`config.mk`:
```
export PLATFORM = sky130hd
export DESIGN_NAME = systolic_row_collector
export DESIGN_NICKNAME = d
export VERILOG_FILES = /design/src/rtl/systolic_pkg.sv /design/src/rtl/lane_deskew.sv /design/src/rtl/systolic_row_collector.sv
export SDC_FILE = /design/constraint.sdc
export NUM_CORES = 1
export LEC_CHECK = 0
export ABC_AREA = 1
export CORE_MARGIN = 2
export CORE_UTILIZATION = 55
export DETAILED_ROUTE_END_ITERATION = 6
export PLACE_DENSITY = 0.9
export SYNTH_ARGS = -nofsm -noshare
export SYNTH_HDL_FRONTEND = slang
export SYNTH_SLANG_ARGS = --single-unit
```
`constraint.sdc`:
```
create_clock -name clk -period 7.4 [get_ports clk]
set_input_delay 1.48 -clock clk [delete_from_list [all_inputs] [get_ports clk]]
set_output_delay 1.48 -clock clk [all_outputs]
set_load 0.01 [all_outputs]
```
`src/rtl/systolic_pkg.sv`:
```
// rtl/systolic_pkg.sv - shared state encoding and lane packing helper for the systolic prep/collect blocks
package systolic_pkg;

  typedef enum logic [1:0] {
    IDLE    = 2'd0,
    COLLECT = 2'd1,
    DRAIN   = 2'd2
  } state_t;

  // Lane 0 occupies the most significant element of a packed vector.
  function automatic int lane_lsb(input int lane, input int lanes, input int width);
    return width * (lanes - 1 - lane);
  endfunction

endpackage

```
`src/rtl/lane_deskew.sv`:
```
// rtl/lane_deskew.sv - fixed-depth register delay line for one systolic lane (depth 0 is a wire)
module lane_deskew #(
  parameter int data_size = 16,
  parameter int depth     = 0
) (
  input  logic                 clk,
  input  logic                 reset,
  input  logic                 i_clear,
  input  logic [data_size-1:0] i_data,
  output logic [data_size-1:0] o_data
);

  generate
    if (depth == 0) begin : g_wire
      logic w_unused_ok;
      assign w_unused_ok = clk ^ reset ^ i_clear;
      assign o_data      = i_data;
    end else begin : g_pipe
      logic [data_size-1:0] r_pipe [depth];

      always_ff @(posedge clk) begin
        if (reset || i_clear) begin
          for (int k = 0; k < depth; k++) r_pipe[k] <= '0;
        end else begin
          r_pipe[0] <= i_data;
          for (int k = 1; k < depth; k++) r_pipe[k] <= r_pipe[k-1];
        end
      end

      assign o_data = r_pipe[depth-1];
    end
  endgenerate

endmodule

```
`src/rtl/systolic_row_collector.sv`:
```
// rtl/systolic_row_collector.sv - de-skews systolic result lanes, buffers one matrix, replays it row by row
module systolic_row_collector
  import systolic_pkg::*;
#(
  parameter int data_size = 16,
  parameter int size      = 3
) (
  input  logic                      clk,
  input  logic                      reset,
  input  logic [data_size*size-1:0] skewed_in,
  input  logic                      in_valid,
  output logic                      in_ready,
  input  logic                      start_new_layer,
  output logic [data_size*size-1:0] row_out,
  output logic                      row_valid,
  input  logic                      row_ready,
  output logic                      layer_done,
  output logic                      overflow
);

  localparam int CNT_W = $clog2(size + 1);
  localparam int IDX_W = (size > 1) ? $clog2(size) : 1;

  state_t                    r_state, w_state_nxt;
  logic [CNT_W-1:0]          r_row_cnt, w_row_cnt_nxt;
  logic [CNT_W-1:0]          r_drain_cnt, w_drain_cnt_nxt;
  logic [data_size*size-1:0] r_buffer [size];
  logic                      r_layer_done;
  logic                      r_overflow;

  logic [data_size*size-1:0] w_aligned_row;
  logic                      w_aligned_valid;
  logic                      w_pipe_in_valid;
  logic                      w_in_ready;
  logic                      w_capture;
  logic                      w_last_accept;

  assign w_in_ready      = (r_state != DRAIN);
  // Rows offered while draining never enter the valid pipe, so they cannot be captured later.
  assign w_pipe_in_valid = in_valid & w_in_ready;

  generate
    for (genvar i = 0; i < size; i++) begin : g_lane
      lane_deskew #(
        .data_size (data_size),
        .depth     (size - 1 - i)
      ) u_lane (
        .clk     (clk),
        .reset   (reset),
        .i_clear (1'b0),
        .i_data  (skewed_in[lane_lsb(i, size, data_size) +: data_size]),
        .o_data  (w_aligned_row[lane_lsb(i, size, data_size) +: data_size])
      );
    end
  endgenerate

  lane_deskew #(
    .data_size (1),
    .depth     (size - 1)
  ) u_valid (
    .clk     (clk),
    .reset   (reset),
    .i_clear (start_new_layer),
    .i_data  (w_pipe_in_valid),
    .o_data  (w_aligned_valid)
  );

  always_comb begin
    w_state_nxt     = r_state;
    w_row_cnt_nxt   = r_row_cnt;
    w_drain_cnt_nxt = r_drain_cnt;
    w_capture       = 1'b0;
    w_last_accept   = 1'b0;
    unique case (r_state)
      IDLE, COLLECT: begin
        if (w_aligned_valid) begin
          w_capture     = 1'b1;
          w_row_cnt_nxt = r_row_cnt + CNT_W'(1);
          if (r_row_cnt == CNT_W'(size - 1)) begin
            w_state_nxt     = DRAIN;
            w_drain_cnt_nxt = '0;
          end else begin
            w_state_nxt = COLLECT;
          end
        end
      end
      DRAIN: begin
        if (row_ready) begin
          if (r_drain_cnt == CNT_W'(size - 1)) begin
            w_last_accept   = 1'b1;
            w_state_nxt     = IDLE;
            w_row_cnt_nxt   = '0;
            w_drain_cnt_nxt = '0;
          end else begin
            w_drain_cnt_nxt = r_drain_cnt + CNT_W'(1);
          end
        end
      end
      default: begin
        w_state_nxt   = IDLE;
        w_row_cnt_nxt = '0;
      end
    endcase
    if (start_new_layer) begin
      w_state_nxt     = IDLE;
      w_row_cnt_nxt   = '0;
      w_drain_cnt_nxt = '0;
      w_capture       = 1'b0;
      w_last_accept   = 1'b0;
    end
  end

  always_ff @(posedge clk) begin
    if (reset) begin
      r_state      <= IDLE;
      r_row_cnt    <= '0;
      r_drain_cnt  <= '0;
      r_layer_done <= 1'b0;
      r_overflow   <= 1'b0;
      for (int k = 0; k < size; k++) r_buffer[k] <= '0;
    end else begin
      r_state      <= w_state_nxt;
      r_row_cnt    <= w_row_cnt_nxt;
      r_drain_cnt  <= w_drain_cnt_nxt;
      r_layer_done <= w_last_accept;
      if (w_capture) r_buffer[r_row_cnt[IDX_W-1:0]] <= w_aligned_row;
      // Sticky: a refused row, or a row still in the skew pipe when draining began.
      if ((in_valid && !w_in_ready) || (r_state == DRAIN && w_aligned_valid)) r_overflow <= 1'b1;
    end
  end

  assign in_ready   = w_in_ready;
  assign row_valid  = (r_state == DRAIN);
  assign row_out    = (r_state == DRAIN) ? r_buffer[r_drain_cnt[IDX_W-1:0]] : '0;
  assign layer_done = r_layer_done;
  assign overflow   = r_overflow;

endmodule
```
Word level (Yosys, flattened, before mapping). Memories as Yosys holds them, arrays and structs flattened. A register that Yosys moved wholly into a read port is not among the register bits. Cells that the tools add are included.

Register bits after elaboration: 8. Memory bits (writable): 194. Input bits: 53. Output and inout port bits: 52. Word-level logic and storage cells: 78. Memories: 4.

Memories: r_buffer (depth 3, width 48, rd ports 1, clocked after Yosys merged registers in 1, write ports 3, line systolic_row_collector.sv:27) `logic [data_size*size-1:0] r_buffer [size];`; g_lane[0].u_lane.g_pipe.r_pipe (depth 2, width 16, rd ports 2, clocked after Yosys merged registers in 0, write ports 2, line lane_deskew.sv:19) `logic [data_size-1:0] r_pipe [depth];`; g_lane[1].u_lane.g_pipe.r_pipe (depth 1, width 16, rd ports 1, clocked after Yosys merged registers in 0, write ports 1, line lane_deskew.sv:19); u_valid.g_pipe.r_pipe (depth 2, width 1, rd ports 2, clocked after Yosys merged registers in 0, write ports 2, line lane_deskew.sv:19).

Add/subtract/negate cells: 2. Equality and inequality tests: 9. Muxes and demuxes: 37. Bitwise logic cells: 7. Reductions and logical operators: 14.

Operators by type and width (number): 48-bit two-way mux (2); 16-bit two-way mux (3); 48-bit OR reduction (1); 2-bit two-way mux (12); 1-bit two-way mux (17); 16-bit OR reduction (1); 2-bit one-hot mux with 2 select lines (3); 2-bit == test, second input constant (3); 2-bit != test, second input constant (3); 2-bit by 1-bit adder with 2-bit output, second input constant (2); 2-bit by 1-bit != test with 1-bit output, second input constant (2); 1-bit bitwise OR (4); 4-bit AND reduction (1); 2-bit OR reduction (2); 4-bit OR reduction (1); 3-bit AND reduction (1); 2-bit by 1-bit == test with 1-bit output, second input constant (1); 1-bit logical AND (2); 2-bit zero test (1); 1-bit logical OR (2); 1-bit inverter (2); 2-bit nonzero test (1); 1-bit bitwise AND (1); 1-bit zero test (1).

Depth between registers and ports, before layout.
Word-level depth: 9. Gate-level depth with buffers: 8. Gate-level depth less buffers: 8.

Modules after synthesis. A second synthesis with hierarchy kept.

Cells, all modules: 1054. Area, all modules: 10667.7 um2.

By module, submodules not included: systolic_row_collector (instances 1, cells an instance 859, area an instance 8789.7 um2, seq. area each 5965.7 um2); lane_deskew (g_lane[0].u_lane) (instances 1, cells an instance 118, area an instance 1187.4 um2, seq. area each 640.6 um2); lane_deskew (g_lane[1].u_lane) (instances 1, cells an instance 52, area an instance 504.2 um2, seq. area each 320.3 um2); lane_deskew (g_lane[2].u_lane) (instances 1, cells an instance 16, area an instance 120.1 um2, seq. area each 0.0 um2); lane_deskew (u_valid) (instances 1, cells an instance 9, area an instance 66.3 um2, seq. area each 40.0 um2).

Worst setup path after synthesis. No wires, ideal clock.

Kind: input port to flip-flop. Start point: input reset. End point: memory r_buffer[3][0] (netlist bit) (enable). Arrival time: 5.507 ns. Data required time: 6.877 ns. Path slack: 1.370 ns. Stages on the path: 4. Buffers on the path: 2. Cells stage by stage: clkbuf_1 -> or2_1 -> buf_2 -> nor3b_1.

RTL lines: start: declaration (line systolic_row_collector.sv:9) `input logic reset,`; end: declaration (line systolic_row_collector.sv:27).

==> metrics <==
die extent in y 139.7 µm; Rows 49; maximum VDD drop about 170 µV; Clock Skews approximately 0.0070 ns; Die ar. 0.01950 mm²; Worst Max-Slew Pin Slew 1.240 ns; placed cell areas roughly 0.011 mm²; # diodes 0; Avg Cell Area, Syn ~10 µm²; Die X 139.7 µm; crit-path max FO between 90 and 100; total net switching power between 500 and 600 µW; cts hold-fix bufs 0; fin cells approximately 1300; Cell Area, Synth ~0.010 mm²; critical path endpoint category primary output; Placeable Area about 0.018 mm²; number of global-route vias before repair about 7100; drt first-iter violations roughly 640; RSZ-0062 raised after global routing false; CTS tree yes; delay of the slowest critical-path stage 1.02 ns; Critical Path Start Type register; Wirelength per Cell 15.88 µm; post-CTS sizing 0; Int Power roughly 2300 µW; FMAX 196.4 MHz; combinational power share under 10%; Slowest-stage cell, CP dfxtp_4; Worst path top cell family by delay buffers and inverters; Worst-Skew Late Latency ~0.5 ns; Hold Vio Cnt, Final 0; DRT Pass-1 Iters 5; CTS sink cnt 252; I/O Buffers 104; Layout area overhead 18.64%; clk buf depth 3; hold crit path type reg2reg; Levels on crit path 5; global route overflow 0; status finished, final reports clean; CP Buf/Inv Count 3; setup_tns 0 ns; most common cell after layout, fill and taps aside nor2_1; clock power share a little over two fifths; Setup Crit Path Kind reg2out; reg2reg path depth 6; pin count of the biggest net entering global routing 98; gp weighted congestion 0.7996; most frequent cells in the layout nor2_1, edfxtp_1, inv_1, clkdlybuf4s50_1, o21ai_0; switching share of power 19.57%; hold-critical path depth 2; initial antenna violation count 0; Cell variety after synth 22; Mapped Cells about 1000; period utilization between 60 and 70%; GRT Overall Usage between 20 and 25%; Vias/cell ~5.3; min Tclk post-route roughly 5.1 ns; first-pass GRT wire length around 34000 µm; CP arrival approximately 3.6 ns; largest cells by area after synthesis edfxtp_1, nor2_1, dfxtp_1; top cell type by total area after synthesis edfxtp_1; CTS Buf Count 24; Cells after DPL 1291; Slew Limit Fails 0; cell chain of the critical path inv_2 -> buf_4 -> o21ai_0 -> a21oi_1 -> clkdlybuf4s50_1; final setup fails 0; max-cap viol count 0; Total Power between 2000 and 3000 µW; Post-CTS Setup Inserts 0; syn nets ~1100; Static Leak between 0.004 and 0.005 µW; Final Cell Area 0.01201 mm²; final wirelength around 21000 µm; Root Buffer clkbuf_16; Relative slew margins roughly 17%; sequential share of power a little over half; clock slew at reported path FFs 0.06 ns; synth warn 0; share of cells above drive strength 1 between 4 and 5%; Starting Density between 50% and 60%; Detail Route Antenna Nets 0; Pwr Density 239.2 mW/mm²; Crit path required time around 5.9 ns; htree depth 1; Post-route DRC 0; placed wire-length estimate between 10000 and 15000 µm; post-synthesis sequential area ratio between 60% and 70%; Final #Nets ~1100; Vias ~7100; flop and latch count out of synthesis approximately 250; I/O Pins around 110; share of the synthesized area in the top cell type 56.96%
## worst min-delay path, cell delays in order, from the launching register on
cell	delay, ns
dfxtp_1	0.29
inv_1	0.04
nor2_1	0.03
## power groups by stage
stage                     logic (µW)  clock network (µW)  registers [µW]
after floorplan                 52.8                   0            1600
after global placement          99.0                   0            1600
after detailed placement         103                   0            1600
after CTS                        104                1210            1570
after global routing             116                1260            1570
final                            103                1200            1570
## routing by layer
metal	global-route usage, %	routed length [µm]
met1	25.93	8256
met2	39.37	11060
met3	3.269	1326
met4	7.632	555
met5	0	0
## state kept, by name, summed over array words and instances, names as in the netlist, named ones only
name / cells
r_row_cnt: 2
u_valid.g_pipe.r_pipe: 2
g_lane.u_lane.g_pipe.r_pipe: 48
r_state: 2
layer_done: 1
r_buffer: 192
r_drain_cnt: 2
overflow: 1
## stage by stage
step	util (%)	setup slack (ns)	hold slack, ns
6_report	66.63	2.307	0.4011
3_5_place_dp	62.35	2.765	0.3922
3_3_place_gp	62.35	2.854	0.3884
5_1_grt	66.63	2.122	0.4206
2_1_floorplan	-	1.370	0.3883
4_1_cts	66.63	2.284	0.4000
## cell usage after synthesis (all sizes together)
| cell type | instances |
|---|---|
| edfxtp | 192 |
| buf | 17 |
| o21ai | 96 |
| inv | 112 |
| clkbuf | 41 |
| a21oi | 51 |
| nor2 | 402 |
| ha | 4 |
| or2 | 2 |
| nand4 | 3 |
| nor3b | 1 |
| dfxtp | 60 |
| nor4 | 1 |
| nor3 | 1 |
| nand3 | 2 |
| nand2 | 25 |
## final timing paths
kind	to	start	slack, ns
min	g_lane[0].u_lane.g_pipe.r_pipe[0][31]	g_lane[0].u_lane.g_pipe.r_pipe[0][15]	0.40
max reg2reg	r_buffer[2][33]	r_state[1]	4.34
max	row_out[45]	register	2.31
min reg2reg	g_lane[0].u_lane.g_pipe.r_pipe[0][31]	g_lane[0].u_lane.g_pipe.r_pipe[0][15]	0.40
## cells by family (layout without fill, tap and decap cells)
kind of cell	after synthesis	in the layout	share of synthesized area (%)
buffers and inverters	170	266	6.835
and+or+nand+nor	437	437	16.58
adders and majority gates	4	4	0.4945
DFF	252	252	68.83
AOI/OAI and AO/OA	147	147	7.268
## layout make-up
cell class / count / area, µm²
inverter: 112 / 420.4
sequential: 252 / 6972
clock buffer: 38 / 694.4
multi-input combinational: 588 / 2479
clock inverter: 6 / 76.32
fill: 1308 / 6016
tap: 229 / 286.5
timing repair buffer: 110 / 1081
No activity file was read; power rests on OpenSTA's default activity.
